**src/rtl/varredura_setores.sv**
```systemverilog
// ---------------------------------------------------------------------------
// varredura_setores
//
// Scan controller for reactor sectors. It polls NUM_SETORES sectors in turn
// over one shared sensor bus with a req/ack handshake and compares each sample
// against the control-room thresholds. A sector alarm is raised only after
// CONFIRMA consecutive exceeding samples. A sector that does not answer
// within TIMEOUT cycles is flagged as faulty. Alarm and fault flags stay set
// until the operator acknowledges them.
//
// Ports:
//   clk                 clock, rising edge
//   rst_n               synchronous active-low reset
//   iniciar             level; scanning runs while high
//   req                 sample request to the selected sector (registered)
//   sel_setor           index of the sector being requested
//   ack                 sensor data valid for sel_setor
//   temp/pressao/radiacao  sensor sample (8b / 4b / 12b)
//   reconhecer          operator acknowledge pulse
//   alarme_setor        sticky confirmed-alarm flags, one per sector
//   falha_setor         sticky handshake-timeout flags, one per sector
//   alarme_sonoro       OR of every alarm and fault flag (combinational)
//   varredura_completa  1-cycle pulse after the last sector is processed
// ---------------------------------------------------------------------------
module varredura_setores #(
    parameter int unsigned NUM_SETORES = 4,
    parameter int unsigned LIM_TEMP    = 40,
    parameter int unsigned LIM_PRESSAO = 7,
    parameter int unsigned LIM_RAD     = 1000,
    parameter int unsigned CONFIRMA    = 3,
    parameter int unsigned TIMEOUT     = 15,
    localparam int unsigned SW         = $clog2(NUM_SETORES)
) (
    input  logic                   clk,
    input  logic                   rst_n,
    input  logic                   iniciar,
    output logic                   req,
    output logic [SW-1:0]          sel_setor,
    input  logic                   ack,
    input  logic [7:0]             temp,
    input  logic [3:0]             pressao,
    input  logic [11:0]            radiacao,
    input  logic                   reconhecer,
    output logic [NUM_SETORES-1:0] alarme_setor,
    output logic [NUM_SETORES-1:0] falha_setor,
    output logic                   alarme_sonoro,
    output logic                   varredura_completa
);

    // Thresholds are compared at the width of the matching sensor port.
    localparam logic [7:0]    LIM_TEMP_W    = 8'(LIM_TEMP);
    localparam logic [3:0]    LIM_PRESSAO_W = 4'(LIM_PRESSAO);
    localparam logic [11:0]   LIM_RAD_W     = 12'(LIM_RAD);
    localparam logic [3:0]    CNT_MAX       = 4'(CONFIRMA);
    localparam logic [7:0]    TIMER_FIM     = 8'(TIMEOUT - 1);
    localparam logic [SW-1:0] ULTIMO_SETOR  = SW'(NUM_SETORES - 1);

    typedef enum logic [1:0] {
        Ocioso,
        Solicita,
        Avalia
    } estado_t;

    estado_t     estado;
    logic [7:0]  timer;
    logic        valido;
    logic [7:0]  temp_cap;
    logic [3:0]  pressao_cap;
    logic [11:0] rad_cap;
    logic [3:0]  cnt [NUM_SETORES];

    logic        excede;
    logic [3:0]  cnt_atual;
    logic [3:0]  cnt_inc;

    assign excede = (temp_cap >= LIM_TEMP_W) | (pressao_cap >= LIM_PRESSAO_W) |
                    (rad_cap >= LIM_RAD_W);

    // Saturating increment of the selected sector's confirmation counter.
    assign cnt_atual = cnt[sel_setor];
    assign cnt_inc   = (cnt_atual < CNT_MAX) ? cnt_atual + 4'd1 : CNT_MAX;

    assign alarme_sonoro = (|alarme_setor) | (|falha_setor);

    always_ff @(posedge clk) begin
        if (!rst_n) begin
            estado             <= Ocioso;
            req                <= 1'b0;
            sel_setor          <= '0;
            timer              <= '0;
            valido             <= 1'b0;
            temp_cap           <= '0;
            pressao_cap        <= '0;
            rad_cap            <= '0;
            alarme_setor       <= '0;
            falha_setor        <= '0;
            varredura_completa <= 1'b0;
            for (int unsigned s = 0; s < NUM_SETORES; s++) begin
                cnt[s] <= '0;
            end
        end else begin
            varredura_completa <= 1'b0;

            // Acknowledge is applied first so that any flag set below in the
            // same cycle overrides the clear.
            if (reconhecer) begin
                falha_setor <= '0;
                for (int unsigned s = 0; s < NUM_SETORES; s++) begin
                    if (cnt[s] < CNT_MAX) begin
                        alarme_setor[s] <= 1'b0;
                    end
                end
            end

            case (estado)
                Ocioso: begin
                    req       <= 1'b0;
                    sel_setor <= '0;
                    timer     <= '0;
                    if (iniciar) begin
                        estado <= Solicita;
                        req    <= 1'b1;
                    end
                end

                Solicita: begin
                    if (ack) begin
                        temp_cap    <= temp;
                        pressao_cap <= pressao;
                        rad_cap     <= radiacao;
                        valido      <= 1'b1;
                        req         <= 1'b0;
                        estado      <= Avalia;
                    end else if (timer == TIMER_FIM) begin
                        falha_setor[sel_setor] <= 1'b1;
                        valido                 <= 1'b0;
                        req                    <= 1'b0;
                        estado                 <= Avalia;
                    end else begin
                        timer <= timer + 8'd1;
                    end
                end

                Avalia: begin
                    // A timed-out sample leaves the counter untouched.
                    if (valido) begin
                        if (excede) begin
                            cnt[sel_setor] <= cnt_inc;
                            if (cnt_inc == CNT_MAX) begin
                                alarme_setor[sel_setor] <= 1'b1;
                            end
                        end else begin
                            cnt[sel_setor] <= '0;
                        end
                    end

                    timer <= '0;
                    if (sel_setor == ULTIMO_SETOR) begin
                        sel_setor          <= '0;
                        varredura_completa <= 1'b1;
                    end else begin
                        sel_setor <= sel_setor + SW'(1);
                    end

                    if (iniciar) begin
                        estado <= Solicita;
                        req    <= 1'b1;
                    end else begin
                        estado    <= Ocioso;
                        req       <= 1'b0;
                        sel_setor <= '0;
                    end
                end

                default: begin
                    estado <= Ocioso;
                    req    <= 1'b0;
                end
            endcase
        end
    end

endmodule

```
**config.mk**
```make
export PLATFORM = sky130hd
export DESIGN_NAME = varredura_setores
export DESIGN_NICKNAME = d
export VERILOG_FILES = /design/src/rtl/varredura_setores.sv
export SDC_FILE = /design/constraint.sdc
export NUM_CORES = 1
export LEC_CHECK = 0
export BUFFER_PORTS_ARGS = -buffer_cell sky130_fd_sc_hd__buf_2
export CORE_UTILIZATION = 50
export DETAILED_ROUTE_END_ITERATION = 6
export PLACE_DENSITY = 0.7
export SYNTH_ARGS = -nofsm -noshare
export SYNTH_HDL_FRONTEND = slang
export SYNTH_SLANG_ARGS = --single-unit
```
**constraint.sdc**
```tcl
create_clock -name clk -period 2.37 [get_ports clk]
set_input_delay 0.237 -clock clk [delete_from_list [all_inputs] [get_ports clk]]
set_output_delay 0.237 -clock clk [all_outputs]
set_load 0.1 [all_outputs]
```
# Word-level counts from Yosys, hierarchy flattened
# Memories as Yosys holds them, arrays and structs flattened. A register that Yosys moved wholly into a read port is not among the register bits.
# Cells that the tools add are included.
# totals
reg_bits	47
mem_bits_rw	16
input_bits	29
out_inout_bits	13
wordCells	106
memories	1
# op_classes
n_addsub	3
magnitude_cmp	10
eq_ne	9
n_mux	52
bitwise_logic	6
reduce_logical	14
# memory_table
name	depth	width	rd	rd_clocked_by_memory_dff	write_ports	line	text
cnt	4	4	5	1	4	70	logic [3:0] cnt [NUM_SETORES];
# ops
cell	count
two-way mux 4 bit	14
two-way mux 1 bit	23
less-than comparator 4 x 2 -> 1 bit (second input constant)	5
two-way mux 2 bit	8
two-way mux 8 bit	2
one-hot mux 8 bit (2 select lines)	1
>= comparator 12 x 10 -> 1 bit (second input constant)	1
OR reduction 4 bit	3
adder 8 x 1 -> 8 bit (second input constant)	1
equality test 8 x 4 -> 1 bit (second input constant)	1
>= comparator 8 x 6 -> 1 bit (second input constant)	1
OR 4 bit	2
AND reduction 2 bit	4
!= test 2 bit (second input constant)	3
one-hot mux 2 bit (3 select lines)	1
nonzero test 2 bit	3
adder 4 x 1 -> 4 bit (second input constant)	1
equality test 2 bit (second input constant)	2
equality test 4 x 2 -> 1 bit (second input constant)	1
>= comparator 4 x 3 -> 1 bit (second input constant)	1
OR 1 bit	4
one-hot mux 2 bit (2 select lines)	1
less-than comparator 2 x 3 -> 1 bit (second input constant)	1
!= test 3 bit (second input constant)	1
9 further kinds	9

# Depth between registers and ports, before layout
# Gate-level depths: netlist of the first run.
# depth
depth_word	11
ltp_mapped	7
ltp_nobuf	6

# Worst setup path after synthesis of the first run
# Ideal clock, no wire load.
# synth_timing
path_kind	register to output
from	reg alarme_setor[2]
to	out alarme_sonoro
arrival_time_ns	1.789
t_required_ns	2.133
path_slack_ns	0.344
path_stages_with_launch	3
n_path_buf	0
cell_sequence	dfxtp_1 -> nor4_1 -> nand2_1
# synth_between
elab_chain_len	2
# synth_lines
element	line	text
from (decl)	44	output logic [NUM_SETORES-1:0] alarme_setor,
from (signal assigned)	95	alarme_setor <= '0;
from (signal, indexed assignment)	110	alarme_setor[s] <= 1'b0;
from (signal, indexed assignment)	150	alarme_setor[sel_setor] <= 1'b1;
OR reduction 4 bit	83	assign alarme_sonoro = (|alarme_setor) | (|falha_setor);
OR 1 bit	83	
to (decl)	46	output logic alarme_sonoro,
# Every way passes these cells.

==> impl_metrics.tcl, run 1 <==
set metrics [dict create \
    combPwrFrac 0.063 \
    p_per_area_mw_per_mm2 654 \
    clock_latency_ns 0.34 \
    antenna_found_initial 0 \
    io_pins 42 \
    ys.flop_type "dfxtp_1" \
    min_to "rad_cap[7]" \
    finalHoldViolCount 0 \
    yosys.area_share.simple 0.240 \
    clock.fmax_ghz 0.470 \
    rsz0062_at_grt "no" \
    ys.warnings.count 0 \
    ys_ff_latch 59 \
    final_common_cell "nand2_1" \
    p_sw_mw 0.460 \
    path_clk_slew_ns 0.06 \
    cts-buffers-inserted 9 \
    track_usage 0.200 \
    arrival_ns 2.16 \
    tns_ns 0 \
    fp.dieW_um 74.5 \
    setup_ws_ns 0.245 \
    root_buffer "clkbuf_8" \
    status "complete, no violations" \
    nets 340 \
    grt_pass1_vias 1891 \
    vias_per_cell 5.15 \
    power.internal_mw 1.52 \
    skew_ns 0.00623 \
    rows 26 \
    mostFrequentLayoutCells "nand2_1, dfxtp_1, buf_2" \
    worst_setup_path_end_kind "flop" \
    min_period_over_period 0.897 \
    drtPass1Iterations 4 \
    hold_buffers 0 \
    startpoint_type "flop" \
    drt-initial-drc-count 88 \
    area_growth_syn_to_layout_pct 14.9 \
    synthArstFlopShare 0 \
    htree_num_levels 3 \
    routed_wl_um 4840 \
    core_mm2 0.00507 \
    hpwl_um 3420 \
    synthAdderAreaFrac 0.0333 \
    wl_per_cell_um 12.8 \
    synth-compound-area-share 0.129 \
    pre_cts_ws_ns 0.214 \
    crit_type "reg2reg" \
    drc 0 \
    clockPowerShare 0.390 \
    clk_path_buf_depth 2 \
    power_frac_seq 0.548 \
    cts.sinks 59 \
    start_util 0.518 \
    cts_setup_buffers 0 \
    ys_seq_area_frac 0.510 \
    die-area_mm2 0.00555 \
    timing.rr.end "cnt[2][0]" \
    synth_cells 263 \
    synth_top_family_by_area "simple AND/OR/NAND/NOR gates" \
    p_leak_nw 1.18 \
    postRouteAntennaNets 0 \
    timing.max_cap.violations 0 \
    grt_max_degree 21 \
    utilization 0.595 \
    slew_headroom 0.235 \
    min_from "radiacao[7]" \
    ir_drop_v 0.000392 \
    grt-ovfl-total 0 \
    worstSetupStartpoint "pressao_cap[3]" \
    min_path_cells 3 \
    dieHeight_um 74.5 \
    yosys-mux-area-fraction 0.0257 \
    synth_edf_count 16 \
    r2r_start "pressao_cap[3]" \
    crit_fanout 12 \
    grt_first_pass_wirelength_um 8010 \
    timing.final.crit_period_ns 2.13 \
    r2r_cells 3 \
    port_buffers 35 \
    netlist_area_mm2 0.00263 \
    cts_resized 0 \
    worst_pin_slew_ns 1.14 \
    synth_xor_area_frac 0.0233 \
    swShare 0.233 \
    cts_tree "done" \
    antenna_cells 0 \
    vias 1950 \
    synth_cell_types 45 \
    slew_viol_final 0 \
    setup_violations 0 \
    syn_area_per_cell_um2 10.0 \
    cp.required_ns 2.40 \
    drive_above_1_share 0.197 \
    place_congestion 0.785 \
    worst-r2r-setup-slack_ns 0.24 \
    hold_class "in2reg" \
]
-- worst max path at each step --
stage	endpoint	slack, ns	cells past startpoint
after CTS	cnt[2][0]	0.20	3
after global routing	cnt[2][0]	0.09	4
final	cnt[2][0]	0.24	3
after floorplan	alarme_sonoro	0.34	2
after detailed placement	cnt[2][0]	0.21	3
after global placement	cnt[1][1]	0.27	3
-- synth_stat cells, types with 2 or more instances --
library cell | n | share of area
nand2_1 | 52 | 0.074
dfxtp_1 | 43 | 0.33
a21boi_0 | 21 | 0.060
edfxtp_1 | 16 | 0.18
nor2_1 | 14 | 0.020
nor2b_1 | 10 | 0.024
clkbuf_1 | 8 | 0.011
inv_1 | 8 | 0.011
nand3_1 | 8 | 0.015
ha_1 | 7 | 0.033
nor3_1 | 6 | 0.011
xor2_1 | 6 | 0.020
a211oi_1 | 4 | 0.011
a21oi_1 | 4 | 0.0076
and3_1 | 4 | 0.0095
nand4_1 | 4 | 0.0095
o31ai_1 | 4 | 0.011
buf_2 | 3 | 0.0057
mux4_2 | 3 | 0.026
o211ai_1 | 3 | 0.0086
or2_1 | 3 | 0.0071
a32oi_1 | 2 | 0.0067
and2_1 | 2 | 0.0048
buf_6 | 2 | 0.0086
nand4b_1 | 2 | 0.0067
nor4_1 | 2 | 0.0048
o21ai_0 | 2 | 0.0038
or2_0 | 2 | 0.0048
or3_1 | 2 | 0.0048
-- power by group through the flow --
stage | registers (mW) | clock network [mW] | logic, mW
5_1_grt | 1.09 | 0.836 | 0.138
3_3_place_gp | 1.10 | 0 | 0.122
3_5_place_dp | 1.10 | 0 | 0.124
6_report | 1.08 | 0.770 | 0.124
4_1_cts | 1.08 | 0.793 | 0.125
2_1_floorplan | 1.11 | 0 | 0.0826
-- state kept, by name, summed over array words and instances (netlist names), named ones only --
name,flops
temp_cap,5
alarme_setor,4
falha_setor,4
varredura_completa,1
sel_setor,2
estado,2
valido,1
req,1
cnt,16
pressao_cap,4
timer,8
rad_cap,9
-- layer usage --
layer	up-vias	share of wire	global-route usage
met2	65	0.44	0.305
met1	880	0.47	0.237
li1	995	-	-
met5	-	0	0
met3	10	0.062	0.0827
met4	0	0.021	0.115
-- layout make-up --
cell class,count,area [um^2]
fill,471,2050
sequential,59,1340
multi-input combinational,190,1220
timing repair buffer,36,183
clock buffer,13,149
tap,70,87.6
inverter,8,30.0
clock inverter,3,15.0
-- metrics by stage --
stage               instances  hold WS (ns)  total power, mW  instance area, um^2
floorplan                 270         0.382             1.19                 2660
global placement          363         0.444             1.23                 2860
detailed placement        363         0.453             1.23                 2860
CTS                       379         0.130             2.00                 3020
global route              379         0.142             2.06                 3020
finish                    379         0.146             1.98                 3020
-- kinds of logic (layout without fill, tap and decap cells) --
family | count (synthesis) | count (layout)
other cells | 1 | 8
buf+inv | 21 | 60
mux | 3 | 3
flops | 59 | 59
compound gates | 45 | 45
fa+ha+maj | 7 | 7
simple gates | 120 | 120
xor+xnor | 7 | 7
-- worst max-delay path: stages (launching register included) --
cell     delay (ns)
dfxtp_1        0.31
or3_1          0.38
o41ai_2        0.97
nor3_1         0.16
Note: power is estimated with default switching activity, not from simulation.
==> run 2: changes to the inputs <==
--- a/config.mk
+++ b/config.mk
@@ -5,9 +5,10 @@
 export SDC_FILE = /design/constraint.sdc
 export NUM_CORES = 1
 export LEC_CHECK = 0
-export BUFFER_PORTS_ARGS = -buffer_cell sky130_fd_sc_hd__buf_2
+export BUFFER_PORTS_ARGS = -buffer_cell sky130_fd_sc_hd__clkbuf_2
 export CORE_UTILIZATION = 50
 export DETAILED_ROUTE_END_ITERATION = 6
+export MAX_ROUTING_LAYER = met4
 export PLACE_DENSITY = 0.7
 export SYNTH_ARGS = -nofsm -noshare
 export SYNTH_HDL_FRONTEND = slang
==> run 2 against run 1 <==
  * Non-clock buffer count unchanged
  * Register-to-register slack is essentially flat
  * Worst hold slack lost 0.015 ns
  * Sequential share of layout area barely moved
  * Clock power up 0.5%
  * Core utilization is essentially flat
  * Fmax rose by 0.57%
  * Die area is the same
  * Clock-buffer cell count grew 1
  * Sequential power barely moved
  * Cell count decreased by 0.53%
  * First-iteration DRC count is 5.7% lower
  * Largest cell class unchanged
==> impl_metrics.tcl, run 2 (synthesis gave the netlist of run 1 again) <==
set metrics [dict create \
    cp_top_family "compound AO/OA/AOI/OAI gates" \
    rows 26 \
    cts_resized 0 \
    clock_latency_ns 0.33 \
    fill_cells 462 \
    slowest_delay_ns 0.98 \
    crit_type "reg2reg" \
    io_pins 42 \
    hpwl_um 3390 \
    routed_wl_um 4720 \
    postRouteAntennaNets 0 \
    antenna_cells 0 \
    clockPowerShare 0.391 \
    vias 1917 \
    clk_path_buf_depth 2 \
    area_growth_syn_to_layout_pct 14.9 \
    wl_per_cell_um 12.5 \
    whs_ns 0.130 \
    cp_cell_sequence "or3_1, o41ai_2, nor3_1" \
    rsz0062_at_grt "no" \
    p_per_area_mw_per_mm2 656 \
    cts-buffers-inserted 9 \
    status "complete, no violations" \
    core_mm2 0.00507 \
    start_util 0.518 \
    finalHoldViolCount 0 \
    dieHeight_um 74.5 \
    setup_violations 0 \
    hold_buffers 0 \
    cts.sinks 59 \
    slew_headroom 0.226 \
    reg.largest.list "cnt: 16 flops, rad_cap: 9 flops, timer: 8 flops" \
    swShare 0.222 \
    timing.final.crit_period_ns 2.11 \
    worst_pin_slew_ns 1.15 \
    port_buffers 35 \
    path_clk_slew_ns 0.06 \
    slowest_stage "o41ai_2" \
    regMostFlops "cnt" \
    grt_pass1_vias 1833 \
    tns_ns 0 \
    combPwrFrac 0.062 \
    ir_drop_v 0.000356 \
    cts_tree "done" \
    startpoint_type "flop" \
    mostFrequentLayoutCells "nand2_1, dfxtp_1, clkbuf_2" \
    power.internal_mw 1.54 \
    drive_above_1_share 0.192 \
    fp.dieW_um 74.5 \
    largest_reg_flops 16 \
    nets 340 \
    min_period_over_period 0.892 \
    final_common_cell "nand2_1" \
    timing.max_cap.violations 0 \
    place_congestion 0.779 \
    htree_num_levels 3 \
    cp.required_ns 2.40 \
    root_buffer "clkbuf_8" \
    p_sw_mw 0.440 \
    grt_max_degree 21 \
    drt-initial-drc-count 83 \
    slew_viol_final 0 \
    vias_per_cell 5.08 \
    drtPass1Iterations 4 \
    arrival_ns 2.14 \
    crit_fanout 12 \
    cts_setup_buffers 0 \
    hold_class "in2reg" \
    antenna_found_initial 0 \
    critical_path_buf_inv_count 0 \
    worst_setup_path_end_kind "flop" \
    skew_ns 0.00681 \
    track_usage 0.201 \
    p_leak_nw 1.17 \
    drc 0 \
    clock.fmax_ghz 0.473 \
    power_frac_seq 0.547 \
    grt_first_pass_wirelength_um 7960 \
    die-area_mm2 0.00555 \
    grt-ovfl-total 0 \
]
[run 2: changes by cell type in the layout (fill, tap and decap cells not counted), sizes merged]
| cell | before | now |
|---|---|---|
| clkbuf | 13 | 49 |
| buf | 36 | 1 |
| clkinv | 3 | 0 |
[run 2: per-layer routing]
metal	global-route usage	vias to the layer above	part of all wire
met4	0.124	0	0.024
met3	0.0515	11	0.047
met1	0.242	859	0.48
met2	0.301	58	0.45
li1	-	989	-
met5	-	-	0
[run 2: cell type report]
cell class              instances  area, um^2  area share
clock buffers                  14         163      0.0539
inverters                       8        30.0     0.00994
multi-input cells             190        1220       0.403
flip-flops and latches         59        1340       0.444
well taps                      70        87.6      0.0290
repair buffers                 36         183      0.0605
[run 2: path summary, 6_finish.rpt]
check                       from          end  slack, ns  depth (start not counted)
setup / recovery  pressao_cap[3]    cnt[0][0]       0.26                          3
hold / removal           temp[6]  temp_cap[6]       0.13                          3
setup reg to reg  pressao_cap[3]    cnt[0][0]       0.26                          3
hold reg to reg      rad_cap[11]  rad_cap[11]       0.46                          2
[run 2: worst reg2reg max path, cell delays in order (launching register included)]
cell	delay, ns
dfxtp_1	0.31
or3_1	0.38
o41ai_2	0.98
nor3_1	0.15
[run 2: power groups by stage]
stage               logic [mW]  clock network, mW  registers [mW]
global route             0.140              0.831            1.09
global placement         0.122                  0            1.10
detailed placement       0.123                  0            1.10
CTS                      0.124              0.796            1.08
floorplan               0.0826                  0            1.11
finish                   0.124              0.774            1.08
[run 2: stage by stage]
step	total power, mW	instances	util	cell area, um^2	worst slack (ns)
after floorplan	1.19	270	-	2660	0.344
after global placement	1.23	363	0.563	2860	0.275
after detailed placement	1.23	363	0.563	2860	0.260
after CTS	2.00	377	0.595	3020	0.271
after global routing	2.06	377	0.595	3020	0.0805
final	1.98	377	0.595	3020	0.257
==> run 3: changes to the inputs <==
--- a/config.mk
+++ b/config.mk
@@ -10,6 +10,7 @@
 export DETAILED_ROUTE_END_ITERATION = 6
 export MAX_ROUTING_LAYER = met4
 export PLACE_DENSITY = 0.7
+export RECOVER_POWER = 50
 export SYNTH_ARGS = -nofsm -noshare
 export SYNTH_HDL_FRONTEND = slang
 export SYNTH_SLANG_ARGS = --single-unit
==> run 3 against run 2 <==
  * Clock skew barely moved
  * Sequential share of layout area rose by 0.26 points
  * Critical path depth did not move
  * Non-clock buffer count did not move
  * Flip-flop and latch count did not move
  * Total power barely moved
==> impl_metrics.tcl, run 3 (synthesis gave the netlist of run 1 again) <==
set metrics [dict create \
    status "complete, no violations" \
    area_growth_syn_to_layout_pct 14.2 \
    clock.fmax_ghz 0.471 \
    slowest_stage "o41ai_2" \
    nets 340 \
    track_usage 0.201 \
    rows 26 \
    vias 1923 \
    vias_per_cell 5.10 \
    hold_buffers 0 \
    setup_violations 0 \
    worst-r2r-setup-slack_ns 0.25 \
    worst_setup_path_end_kind "flop" \
    swShare 0.222 \
    min_period_over_period 0.896 \
    fp.dieW_um 74.5 \
    fill_cells 470 \
    slew_headroom 0.219 \
    setup_ws_ns 0.247 \
    place_congestion 0.779 \
    cts.sinks 59 \
    power.internal_mw 1.54 \
    cp.required_ns 2.40 \
    timing.final.crit_period_ns 2.12 \
    grt_max_degree 21 \
    clockPowerShare 0.391 \
    largest_reg_flops 16 \
    hpwl_um 3390 \
    ff_latch_area_mm2 0.00134 \
    port_buffers 35 \
    io_pins 42 \
    power_frac_seq 0.547 \
    cp_top_family "compound AO/OA/AOI/OAI gates" \
    antenna_cells 0 \
    clock_latency_ns 0.33 \
    path_clk_slew_ns 0.06 \
    dieHeight_um 74.5 \
    start_util 0.518 \
    core_mm2 0.00507 \
    cts_setup_buffers 0 \
    cts-buffers-inserted 9 \
    finalHoldViolCount 0 \
    mostFrequentLayoutCells "nand2_1, dfxtp_1, clkbuf_2" \
    timing.max_cap.violations 0 \
    utilization 0.592 \
    grt_pass1_vias 1833 \
    hold_class "in2reg" \
    p_leak_nw 1.13 \
    clk_path_buf_depth 2 \
    ir_drop_v 0.000355 \
    drt-initial-drc-count 86 \
    routed_wl_um 4760 \
    drive_above_1_share 0.147 \
    wl_per_cell_um 12.6 \
    critical_path_buf_inv_count 0 \
    cts_tree "done" \
    htree_num_levels 3 \
    startpoint_type "flop" \
    final_common_cell "nand2_1" \
    root_buffer "clkbuf_8" \
    skew_ns 0.00681 \
    regMostFlops "cnt" \
    postRouteAntennaNets 0 \
    grt-ovfl-total 0 \
    die-area_mm2 0.00555 \
    drtPass1Iterations 4 \
    rsz0062_at_grt "no" \
    cts_resized 0 \
    arrival_ns 2.15 \
    reg.largest.list "cnt: 16 flops, rad_cap: 9 flops, timer: 8 flops" \
    cp_cell_sequence "or3_1, o41ai_2, nor3_1" \
    drc 0 \
    antenna_found_initial 0 \
    crit_type "reg2reg" \
    p_sw_mw 0.440 \
    tns_ns 0 \
    p_total_mw 1.98 \
    slew_viol_final 0 \
    slowest_delay_ns 0.99 \
    multiInputGateArea_mm2 0.00121 \
    worst_pin_slew_ns 1.16 \
    p_per_area_mw_per_mm2 660 \
    pre_cts_ws_ns 0.260 \
    grt_first_pass_wirelength_um 7960 \
    combPwrFrac 0.062 \
    crit_fanout 12 \
]
[run 3: worst paths after layout]
kind / start / endpoint / cells past startpoint
worst max-delay path: pressao_cap[3] / cnt[0][0] / 3
worst min-delay path: temp[6] / temp_cap[6] / 3
worst max register to register: pressao_cap[3] / cnt[0][0] / 3
worst min register to register: rad_cap[11] / rad_cap[11] / 2
[run 3: per-stage QoR]
stage / cell area [um^2] / hold slack, ns / instances
after CTS: 3020 / 0.116 / 377
final: 3000 / 0.131 / 377
after floorplan: 2660 / 0.382 / 270
after global routing: 3000 / 0.148 / 377
after detailed placement: 2860 / 0.454 / 363
after global placement: 2860 / 0.445 / 363
[run 3: power by group through the flow]
stage	Clock, mW	Sequential [mW]	Combinational [mW]
after floorplan	0	1.11	0.0826
after global routing	0.831	1.09	0.139
after CTS	0.796	1.08	0.124
after detailed placement	0	1.10	0.123
after global placement	0	1.10	0.122
final	0.774	1.08	0.124
[run 3: layout make-up]
class	instances	share of cell area
Sequential cell	59	0.447
Multi-Input combinational cell	190	0.404
Timing Repair Buffer	36	0.0558
Clock buffer	14	0.0542
Tap cell	70	0.0292
Inverter	8	0.0100
[run 3: worst register-to-register path, cell delays in order (launching register included)]
cell,delay [ns]
dfxtp_1,0.31
or3_1,0.38
o41ai_2,0.99
nor3_1,0.15
[run 3: routing by layer]
layer	wire [um]	global-route usage
met5	0	-
met4	111	0.124
met3	221	0.0515
met2	2130	0.301
met1	2300	0.242
